$ cat config.mk
export PLATFORM = sky130hd
export DESIGN_NAME = dna_port_resp
export DESIGN_NICKNAME = d
export VERILOG_FILES = /design/src/rtl/dna_pkg.sv /design/src/rtl/sync_edge.sv /design/src/rtl/dna_port_resp.sv
export SDC_FILE = /design/constraint.sdc
export NUM_CORES = 1
export LEC_CHECK = 0
export ABC_AREA = 1
export ABC_CLOCK_PERIOD_IN_PS = 1450
export BUFFER_PORTS_ARGS = -buffer_cell sky130_fd_sc_hd__buf_2
export CAP_MARGIN = 20
export CORE_MARGIN = 3
export CORE_UTILIZATION = 59
export CTS_CLUSTER_DIAMETER = 200
export DETAILED_ROUTE_END_ITERATION = 7
export PLACE_DENSITY = 0.78
export SYNTH_ARGS = -nofsm -noshare
export SYNTH_HDL_FRONTEND = slang
export SYNTH_HIERARCHICAL = 1
export SYNTH_SLANG_ARGS = --single-unit
$ cat constraint.sdc
create_clock -name clk4 -period 1.45 [get_ports clk4]
set_input_delay 0.0725 -clock clk4 [delete_from_list [all_inputs] [get_ports clk4]]
set_output_delay 0.0725 -clock clk4 [all_outputs]
set_load 0.05 [all_outputs]
$ cat src/rtl/dna_pkg.sv
// Shared constants, state names and the CRC-7 helper for the device-ID port
// responder and its checker.
package dna_pkg;

   localparam int DNA_ID_W     = 57;
   localparam int DNA_CRC_W    = 7;
   localparam int DNA_MAX_ID_W = 120;

   localparam logic [DNA_ID_W-1:0] DNA_ID_DEFAULT = 57'h0_0000_0000_0000_01;

   typedef enum logic [1:0] {
      ST_EMPTY,
      ST_LOADED,
      ST_SHIFTING,
      ST_DRAINED
   } dna_state_e;

   // CRC-7 (x^7+x^3+1, init 0), MSB-first over the low 'width' bits of data.
   function automatic logic [DNA_CRC_W-1:0] crc7(input logic [DNA_MAX_ID_W-1:0] data,
                                                 input int width);
      logic [DNA_CRC_W-1:0] crc;
      logic                 fb;
      crc = '0;
      for (int i = DNA_MAX_ID_W - 1; i >= 0; i--) begin
         if (i < width) begin
            fb  = data[i] ^ crc[DNA_CRC_W-1];
            crc = {crc[DNA_CRC_W-2:0], 1'b0};
            if (fb) begin
               crc = crc ^ 7'h09;
            end
         end
      end
      return crc;
   endfunction

endpackage

$ cat src/rtl/sync_edge.sv
// Multi-flop synchroniser for a clock line plus a data bus, with a one-cycle
// pulse on each rising edge of the synchronised clock line.
module sync_edge #(
   parameter int W      = 1,
   parameter int STAGES = 2
) (
   input  logic         clk_i,
   input  logic         rst_ni,
   input  logic         clk_line_i,
   input  logic [W-1:0] data_i,
   output logic [W-1:0] data_o,
   output logic         edge_o
);

   logic [STAGES-1:0]        clkPipe_q;
   logic [STAGES-1:0][W-1:0] dataPipe_q;
   logic                     clkPrev_q;

   // Clock line and data share the same depth so they stay mutually aligned.
   always_ff @(posedge clk_i or negedge rst_ni) begin
      if (!rst_ni) begin
         clkPipe_q  <= '0;
         dataPipe_q <= '0;
         clkPrev_q  <= 1'b0;
      end else begin
         clkPipe_q  <= {clkPipe_q[STAGES-2:0], clk_line_i};
         dataPipe_q <= {dataPipe_q[STAGES-2:0], data_i};
         clkPrev_q  <= clkPipe_q[STAGES-1];
      end
   end

   assign data_o = dataPipe_q[STAGES-1];
   assign edge_o = clkPipe_q[STAGES-1] & ~clkPrev_q;

endmodule

$ cat src/rtl/dna_port_resp.sv
// Serial device-ID port responder: loads a fixed ID on READ and shifts it out
// MSB-first. Define DNA_CRC_EN to append a CRC-7 of the ID to the shifted word.
module dna_port_resp
   import dna_pkg::*;
#(
   parameter int              ID_W        = DNA_ID_W,
   parameter logic [ID_W-1:0] DNA_ID      = ID_W'(DNA_ID_DEFAULT),
   parameter int              SYNC_STAGES = 2
) (
   input  logic       clk4,
   input  logic       reset,
   input  logic       dna_clk,
   input  logic       dna_read,
   input  logic       dna_shift,
   input  logic       dna_din,
   output logic       dna_dout,
   output logic       loaded,
   output logic       drained,
   output logic [6:0] bit_cnt
);

`ifdef DNA_CRC_EN
   localparam int              SR_W      = ID_W + DNA_CRC_W;
   localparam logic [SR_W-1:0] LOAD_WORD = {DNA_ID, crc7(DNA_MAX_ID_W'(DNA_ID), ID_W)};
`else
   localparam int              SR_W      = ID_W;
   localparam logic [SR_W-1:0] LOAD_WORD = DNA_ID;
`endif
   localparam logic [6:0] CNT_MAX = 7'(SR_W);

   logic       dnaEdge;
   logic [2:0] syncData;
   logic       readSync;
   logic       shiftSync;
   logic       dinSync;

   logic [SR_W-1:0] sr_q, sr_d;
   logic [6:0]      cnt_q, cnt_d;
   logic            loaded_q, loaded_d;
   logic            drained_q, drained_d;
   dna_state_e      state;

   sync_edge #(
      .W      (3),
      .STAGES (SYNC_STAGES)
   ) u_sync (
      .clk_i      (clk4),
      .rst_ni     (reset),
      .clk_line_i (dna_clk),
      .data_i     ({dna_din, dna_shift, dna_read}),
      .data_o     (syncData),
      .edge_o     (dnaEdge)
   );

   assign readSync  = syncData[0];
   assign shiftSync = syncData[1];
   assign dinSync   = syncData[2];

   always_ff @(posedge clk4 or negedge reset) begin
      if (!reset) begin
         sr_q      <= '0;
         cnt_q     <= '0;
         loaded_q  <= 1'b0;
         drained_q <= 1'b0;
      end else begin
         sr_q      <= sr_d;
         cnt_q     <= cnt_d;
         loaded_q  <= loaded_d;
         drained_q <= drained_d;
      end
   end

   // The protocol state is implied by the status flags and the counter.
   always_comb begin
      if (!loaded_q) begin
         state = ST_EMPTY;
      end else if (drained_q) begin
         state = ST_DRAINED;
      end else if (cnt_q == 7'd0) begin
         state = ST_LOADED;
      end else begin
         state = ST_SHIFTING;
      end
   end

   always_comb begin
      sr_d      = sr_q;
      cnt_d     = cnt_q;
      loaded_d  = loaded_q;
      drained_d = drained_q;
      if (dnaEdge) begin
         if (readSync) begin
            sr_d      = LOAD_WORD;
            cnt_d     = 7'd0;
            loaded_d  = 1'b1;
            drained_d = 1'b0;
         end else if (shiftSync) begin
            sr_d = {sr_q[SR_W-2:0], dinSync};
            // Only a loaded word is counted; EMPTY and DRAINED just move bits.
            case (state)
               ST_LOADED, ST_SHIFTING: begin
                  cnt_d = cnt_q + 7'd1;
                  if (cnt_q + 7'd1 == CNT_MAX) begin
                     drained_d = 1'b1;
                  end
               end
               default: begin
               end
            endcase
         end
      end
   end

   assign dna_dout = sr_q[SR_W-1];
   assign loaded   = loaded_q;
   assign drained  = drained_q;
   assign bit_cnt  = cnt_q;

endmodule

==> summary.txt, run 1 <==
Pwr
  • Pwr Density: 1200 nW/µm²
  • Leak Pwr: 1.49 nW
  • Maximum VDD drop: 0.852 mV

Critical path
  • Worst EP arrival: 1530 ps
  • Crit path max-delay family: buffers and inverters
  • Worst Path Required: 1670 ps
  • Crit path kind: reg2reg
  • CP Cell Sequence: inv_1 > nor2_2 > nand2_2 > nand2_2 > buf_4 > buf_4 > o22ai_1
  • WP buf/inv: 3
  • Critical path's largest stage delay: 360 ps
  • CP max stage cell: dfrtp_1
  • Max FO, Critical Path: 17
  • Crit end category: flop
  • Startpoint types: flop

Floorplanning
  • Initial Util: 63.4%
  • IO Pins: 16
  • Std-Cell Rows: 24
  • Die Wd: 75.6 µm
  • Die ar.: 5710 µm²
  • Core Area: 4500 µm²
  • Die Y: 75.6 µm

Global route
  • Gr usage total: 17.6%
  • Initial antenna violation count: 0
  • First-pass GRT wire length: 7.30 mm
  • Remaining global-route overflow: 0
  • Vias in the first global route: 1677
  • Largest net degree at the start of global routing: 76

Logic synthesis
  • Synthesis-stage register bit count: 75
  • Syn Area/Cell: 10.5 µm²
  • Sequential area share after synthesis: 65.8%
  • Syn. warnings: 6
  • Mapped cell area: 2850 µm²
  • Cell variety after synth: 18
  • Syn nets: 280
  • Cells after Synth: 272

Clock tree
  • CTS buffer count: 9
  • H-tree Lvls: 3
  • Longest Clk Path Bufs: 2
  • Clk sinks: 75
  • TritonCTS clock tree: done
  • Clk slew on worst S/H paths: 70 ps
  • Clock Latency Late Sink: 340 ps
  • Clk root buf: clkbuf_8

Timing
  • Period utilization: 90.4%
  • Slew Limit Fails: 0
  • Slew headroom: 75.0%
  • Setup ws final: 139 ps
  • Unrepaired setup endpoints after global routing: false
  • Worst Max-Slew Pin Slew: 375 ps
  • Clock Skews: 4.34 ps
  • Final hold violation count: 0
  • Post-layout minimum cycle time: 1310 ps
  • Setup violations, final: 0
  • Max Fclk: 763 MHz
  • Setup tns final: 0 ps

Final layout
  • Final core utilization: 71.9%
  • # fillers: 332
  • Final cell count without fillers: 353
  • Proportion of layout cells with a drive suffix above 1: 18.3%
  • Antenna diodes: 0
  • Synthesis-to-finish area growth: 13.4%
  • Nets: 304
  • Final instance area: 3240 µm²

Min path
  • Hold WC Path Type: in2async

Place
  • DP HPWL: 2.74 mm
  • PortBufs: 15
  • Pre-CTS setup slack: 97.8 ps
  • DP Cell Count: 331
  • Placement Cell Area: 2990 µm²
  • Final GP Congestion: 0.802

Status
  • Status: complete, no violations

Job
  • Max Cap Viol: 0

Routing
  • DRT Pass-1 Iters: 4
  • Starting DRT DRC Count: 123
  • Drt total wl: 4.39 mm
  • Drt drc: 0
  • Antenna-violating nets left: 0
  • Via density per instance: 5.25
  • Avg WL per Cell: 12.4 µm
  • Via count: 1855
[tightest hold or removal path, stage by stage]
cell           delay (ps)
dlygate4sd3_1         510
buf_2                 120
buf_12                320
[metrics by stage]
step	hold WS, ps	power [W]
after CTS	296	0.00393
final	286	0.00389
after global routing	334	0.00408
after detailed placement	130	0.00252
after global placement	128	0.00252
after floorplan	-223	0.00242
[path summary, 6_finish.rpt]
path	slack (ps)	depth (start not counted)	endpoint	start
worst max-delay path	140	7	sr_q[52]	u_sync/clkPipe_q[1]
worst min-delay path	290	3	sr_q[35]	reset
worst max register to register	140	7	sr_q[52]	u_sync/clkPipe_q[1]
worst min register to register	350	0	u_sync/data_o[2]	u_sync/dataPipe_q[2]
max in group asynchronous	870	3	sr_q[28]	reset
min in group clk4	350	0	u_sync/data_o[2]	u_sync/dataPipe_q[2]
[synthesized netlist by cell type]
cell type  number  area [µm²]
dfrtp_1        75        1880
inv_1          69         259
o22ai_1        58         363
nand2_1        23        86.3
buf_2           7        35.0
nand3_1         7        35.0
buf_4           6        45.0
o21ai_1         5        25.0
nor2_2          4        25.0
inv_2           3        11.3
nand2_2         3        18.8
o21ai_0         3        15.0
clkbuf_1        2        7.51
ha_1            2        25.0
nand4_1         2        12.5
a21oi_1         1        5.00
clkinv_2        1        5.00
nor2_1          1        3.75
[registers in the layout, indices dropped and copies added (netlist names)]
signal and flops:
u_sync/clkPipe_q 2, sr_q 57, bit_cnt 7, u_sync/data_o 3
u_sync/clkPrev_q 1, u_sync/dataPipe_q 3, drained 1, loaded 1
[per-layer routing]
| layer | up-vias | part of all wire [%] | GRT usage (%) |
|---|---|---|---|
| li1 | 935 | - | - |
| met1 | 880 | 50 | 23.2 |
| met2 | 38 | 45 | 25.8 |
| met3 | 2 | 4.5 | 6.07 |
| met4 | 0 | 0.62 | 9.32 |
| met5 | - | 0 | 0 |
[layout make-up]
cell class | count | area (µm²) | area share (%)
Clock inverter | 6 | 41.3 | 1.28
Multi-Input combinational cell | 109 | 624 | 19.3
Sequential cell | 75 | 1880 | 58.1
Timing Repair Buffer | 28 | 214 | 6.61
Clock buffer | 10 | 138 | 4.25
Tap cell | 52 | 65.1 | 2.01
Inverter | 73 | 275 | 8.50
[power by group]
group	leakage [nW]	switching [W]	internal, W
Clock	0.0843	0.000732	0.000663
Combinational	0.393	0.000227	0.0000932
Sequential	1.01	0.0000394	0.00213
Total	1.49	0.000998	0.00289
[placed cells by master (no fill, tap or decap)]
cell type and n:
clkbuf_8 10, nand4_1 2, nand3_2 1, buf_12 2, dfrtp_2 2, clkinv_2 3
clkinv_4 1, buf_4 5, inv_1 69, clkinvlp_4 3, dfrtp_1 73, ha_1 1
a21oi_1 1, nor2_1 1, dlygate4sd3_1 5, nand3_1 6, nand2_2 4, ha_2 1
o21ai_0 3, inv_2 3, nor2_2 4, buf_6 1, nand2_1 22, o21ai_1 5
o22ai_1 58, buf_2 15
[timing repair]
action / 4_1_cts / 5_1_grt
endpoints found under the hold margin: 79 / 0
hold buffers: 5 / 0
setup endpoints to repair: 0 / 4
buffers inserted: 0 / 1
resized for setup: 0 / 3
[logic make-up (layout without fill, tap and decap cells)]
family	count (synthesis)	count (layout)	synth area share [%]
buffers and inverters	88	117	12.7
and+or+nand+nor	40	40	6.36
DFF	75	75	65.8
AOI/OAI and AO/OA	67	67	14.3
adders and majority gates	2	2	0.877
No activity file was read; power rests on OpenSTA's default activity.
==> run 2, diff against run 1 <==
ABC_AREA = default   (was 1)
PLACE_DENSITY = 0.79   (was 0.78)
==> run 2 against run 1 <==
  * Critical path depth is 2 lower
  * Worst setup slack worse by 130 ps
  * Sequential share of layout area is 1.1 points lower
  * Non-clock buffer count rose by 6
  * Maximum frequency decreased by 9.0%
  * Sequential cell count is the same
  * Clock power is 6% higher
  * Combinational power down 17%
  * Clock-buffer cell count increased by 3
  * Final cell count fell by 19%
==> summary.txt, run 2 <==
Pwr
  • Power share of the clock group: 37.6% (+1.7 points)
  • Net switching power: 0.000906 W (-9.3%)
  • Sw Share: 23.2% (-2.5 points)
  • Leak Pwr: 1.58 nW (+5.9%)
  • Maximum VDD drop: 0.908 mV (+6.5%)
  • Logic pwr share: 6.9% (-1.3 points)
  • Int Power: 0.00299 W (+3.6%)
  • Sequential Power Share: 55.5% (-0.4 points)
  • Pwr Density: 1180 nW/µm² (-1.8%)

Final layout
  • Synthesis-to-finish area growth: 19.3%
  • Commonest non-fill, non-tap cells in the layout: 71 x dfrtp_1, 57 x a22o_1, 15 x buf_2, 12 x clkbuf_8
  • Max reg flops: 57 (unchanged)
  • Nets: 236 (-22%)
  • Final core utilization: 74.4% (+2.5 points)
  • Proportion of layout cells with a drive suffix above 1: 26.6% (+8.3 points)
  • Final instance area: 3300 µm² (+2.1%)
  • Commonest non-fill, non-tap cell in the layout: dfrtp_1
  • Most flop-heavy register: sr_q
  • Antenna diodes: 0 (unchanged)

Clock tree
  • Clk sinks: 75 (unchanged)
  • Longest Clk Path Bufs: 2 (unchanged)
  • H-tree Lvls: 3 (unchanged)
  • TritonCTS clock tree: done
  • CTS buffer count: 9 (unchanged)
  • Clk root buf: clkbuf_8
  • Clk slew on worst S/H paths: 70 ps (about the same)
  • Clock Latency Late Sink: 340 ps (about the same)

Timing
  • Worst Max-Slew Pin Slew: 367 ps (-8.04 ps)
  • Hold_ws: 308 ps (+21.7 ps)
  • Setup violations, final: 0 (unchanged)
  • Slew Limit Fails: 0 (unchanged)
  • Clock Skews: 7.68 ps (+3.34 ps)
  • Unrepaired setup endpoints after global routing: true
  • Post-layout minimum cycle time: 1440 ps (+130 ps)
  • Max Fclk: 694 MHz (-9.0%)
  • Setup ws final: 8.97 ps (-130 ps)
  • Slew headroom: 75.6% (+0.54 points)
  • Final hold violation count: 0 (unchanged)
  • Period utilization: 99.4% (+9.0 points)

Critical path
  • Max FO, Critical Path: 4 (-13)
  • RR Endpoint: drained
  • Crit Reg-Reg Startpoint: u_sync/clkPipe_q[1]
  • Crit end category: flop
  • R2R Setup Slk: 9 ps (-130 ps)
  • Crit path kind: reg2reg
  • Worst Reg-to-Reg Cells: 5 (-2)
  • Worst Path Required: 1690 ps (+20 ps)
  • Worst EP arrival: 1680 ps (+150 ps)
  • Startpoint types: flop

Logic synthesis
  • Cell variety after synth: 29 (+11)
  • Synthesis-stage register bit count: 75 (unchanged)
  • Cells after Synth: 198 (-27%)
  • Post-synth top cells: 75 x dfrtp_1, 57 x a22o_1, 10 x buf_2, 10 x nand2_1, 9 x o21ai_0
  • Sequential area share after synthesis: 67.8% (+2.0 points)
  • Most instantiated library cell after synthesis: dfrtp_1
  • Main area contributors after synthesis: dfrtp_1 68%, a22o_1 18%, buf_2 1.8%
  • Asr flop ratio synth: 100% (unchanged)
  • Number of flops mapped to enable cells by yosys: 0 (unchanged)
  • Mapped cell area: 2770 µm² (-3.0%)
  • Synth top area share: 67.8% (+2.0 points)
  • Syn Area/Cell: 14.0 µm² (+33%)
  • Dominant cell type by area after synthesis: dfrtp_1
  • Syn nets: 206 (-26%)
  • Post-synth top flop: dfrtp_1
  • Syn. warnings: 6 (unchanged)

Floorplanning
  • Die ar.: 5550 µm² (-2.7%)
  • Die Wd: 74.5 µm (-1.4%)
  • IO Pins: 16 (unchanged)
  • Die Y: 74.5 µm (-1.4%)
  • Std-Cell Rows: 24 (unchanged)
  • Initial Util: 62.3% (-1.1 points)
  • Core Area: 4440 µm² (-1.3%)

Routing
  • Starting DRT DRC Count: 247 (+100%)
  • Drt total wl: 5.36 mm (+22%)
  • Drt drc: 0 (unchanged)
  • Via density per instance: 6.40 (+22%)
  • Via count: 1824 (-1.7%)
  • DRT Pass-1 Iters: 4 (unchanged)
  • Avg WL per Cell: 18.8 µm (+51%)
  • Antenna-violating nets left: 0 (unchanged)

Global route
  • First-pass GRT wire length: 8.33 mm (+14%)
  • Remaining global-route overflow: 0 (unchanged)
  • Gr usage total: 20.6% (+3.1 points)
  • Vias in the first global route: 1694 (+1.0%)
  • Initial antenna violation count: 0 (unchanged)
  • Largest net degree at the start of global routing: 76 (unchanged)

Min path
  • Hold WC Path Type: in2async

Place
  • DP HPWL: 2.88 mm (+5.1%)
  • PortBufs: 15 (unchanged)
  • Final GP Congestion: 0.958 (+20%)
  • Pre-CTS setup slack: -14.3 ps (-112 ps)
  • Placement Cell Area: 2940 µm² (-1.7%)

Job
  • Max Cap Viol: 0 (unchanged)

Status
  • Status: complete, no violations
==> run 2: changes by cell type after synthesis, moves of 4 or more <==
cell | previous run | this run
nand3_1 | 7 | 2
o21ai_1 | 5 | 1
nor2_2 | 4 | 0
a22o_1 | 0 | 57
inv_1 | 69 | 2
o22ai_1 | 58 | 0
o21ai_0 | 3 | 9
nand2_1 | 23 | 10
==> run 2: worst max-delay path, stage by stage, from the launching register on <==
cell,delay [ps]
dfrtp_1,380
nor2b_4,190
nand3b_1,210
nor2_2,220
nand4b_1,140
o31ai_2,200
==> run 2: metal layers <==
metal	GRT usage, %	part of all wire, %
met1	26.7	43
met2	31.0	50
met3	8.38	5.3
met4	8.70	1.6
met5	0	0
==> run 2: area by class of cell <==
type | count | area, µm²
multi-input combinational | 106 | 875
fill | 261 | 1140
inverter | 2 | 7.51
tap | 52 | 65.1
sequential | 75 | 1880
clock inverter | 3 | 21.3
clock buffer | 13 | 169
timing repair buffer | 34 | 285
==> run 2: cell families (layout without fill, tap and decap cells) <==
family	Yosys count	count (layout)	synth area share, %
adders and majority gates	2	2	0.904
and+or+nand+nor	29	29	5.88
xor gates and xnor gates	2	2	0.633
buffers and inverters	17	52	3.16
DFF	75	75	67.8
AOI/OAI and AO/OA	73	73	21.6
==> run 2: power by group through the flow <==
stage | registers, W | logic, W | clock network, W
after floorplan | 0.00223 | 0.0000922 | 0
after global placement | 0.00220 | 0.000199 | 0
after detailed placement | 0.00221 | 0.000212 | 0
after CTS | 0.00217 | 0.000225 | 0.00151
after global routing | 0.00217 | 0.000290 | 0.00161
final | 0.00217 | 0.000267 | 0.00147
==> run 2: what timing repair did <==
action | CTS | global route
hold endpoints to repair | 79 | 0
buffers inserted | 1 | 7
hold buffers | 5 | 0
resized for setup | 2 | 10
gates cloned | 0 | 1
pin swaps | 2 | 2
setup endpoints to repair | 2 | 10
==> run 2: worst max path at each step <==
stage                      end                 from  slack (ps)
floorplan           bit_cnt[6]           bit_cnt[1]         -40
global placement    bit_cnt[4]     u_sync/clkPrev_q          90
detailed placement     drained  u_sync/clkPipe_q[1]         -10
CTS                 bit_cnt[4]  u_sync/clkPipe_q[1]           6
global route           drained  u_sync/clkPipe_q[1]        -100
finish                 drained  u_sync/clkPipe_q[1]           9
==> run 2: metrics by stage <==
stage / total power, W / instances / TNS, ps
floorplan: 0.00232 / 198 / -48.1
global placement: 0.00240 / 255 / 0
detailed placement: 0.00242 / 255 / -14.3
CTS: 0.00390 / 277 / 0
global route: 0.00407 / 285 / -371
finish: 0.00390 / 285 / 0
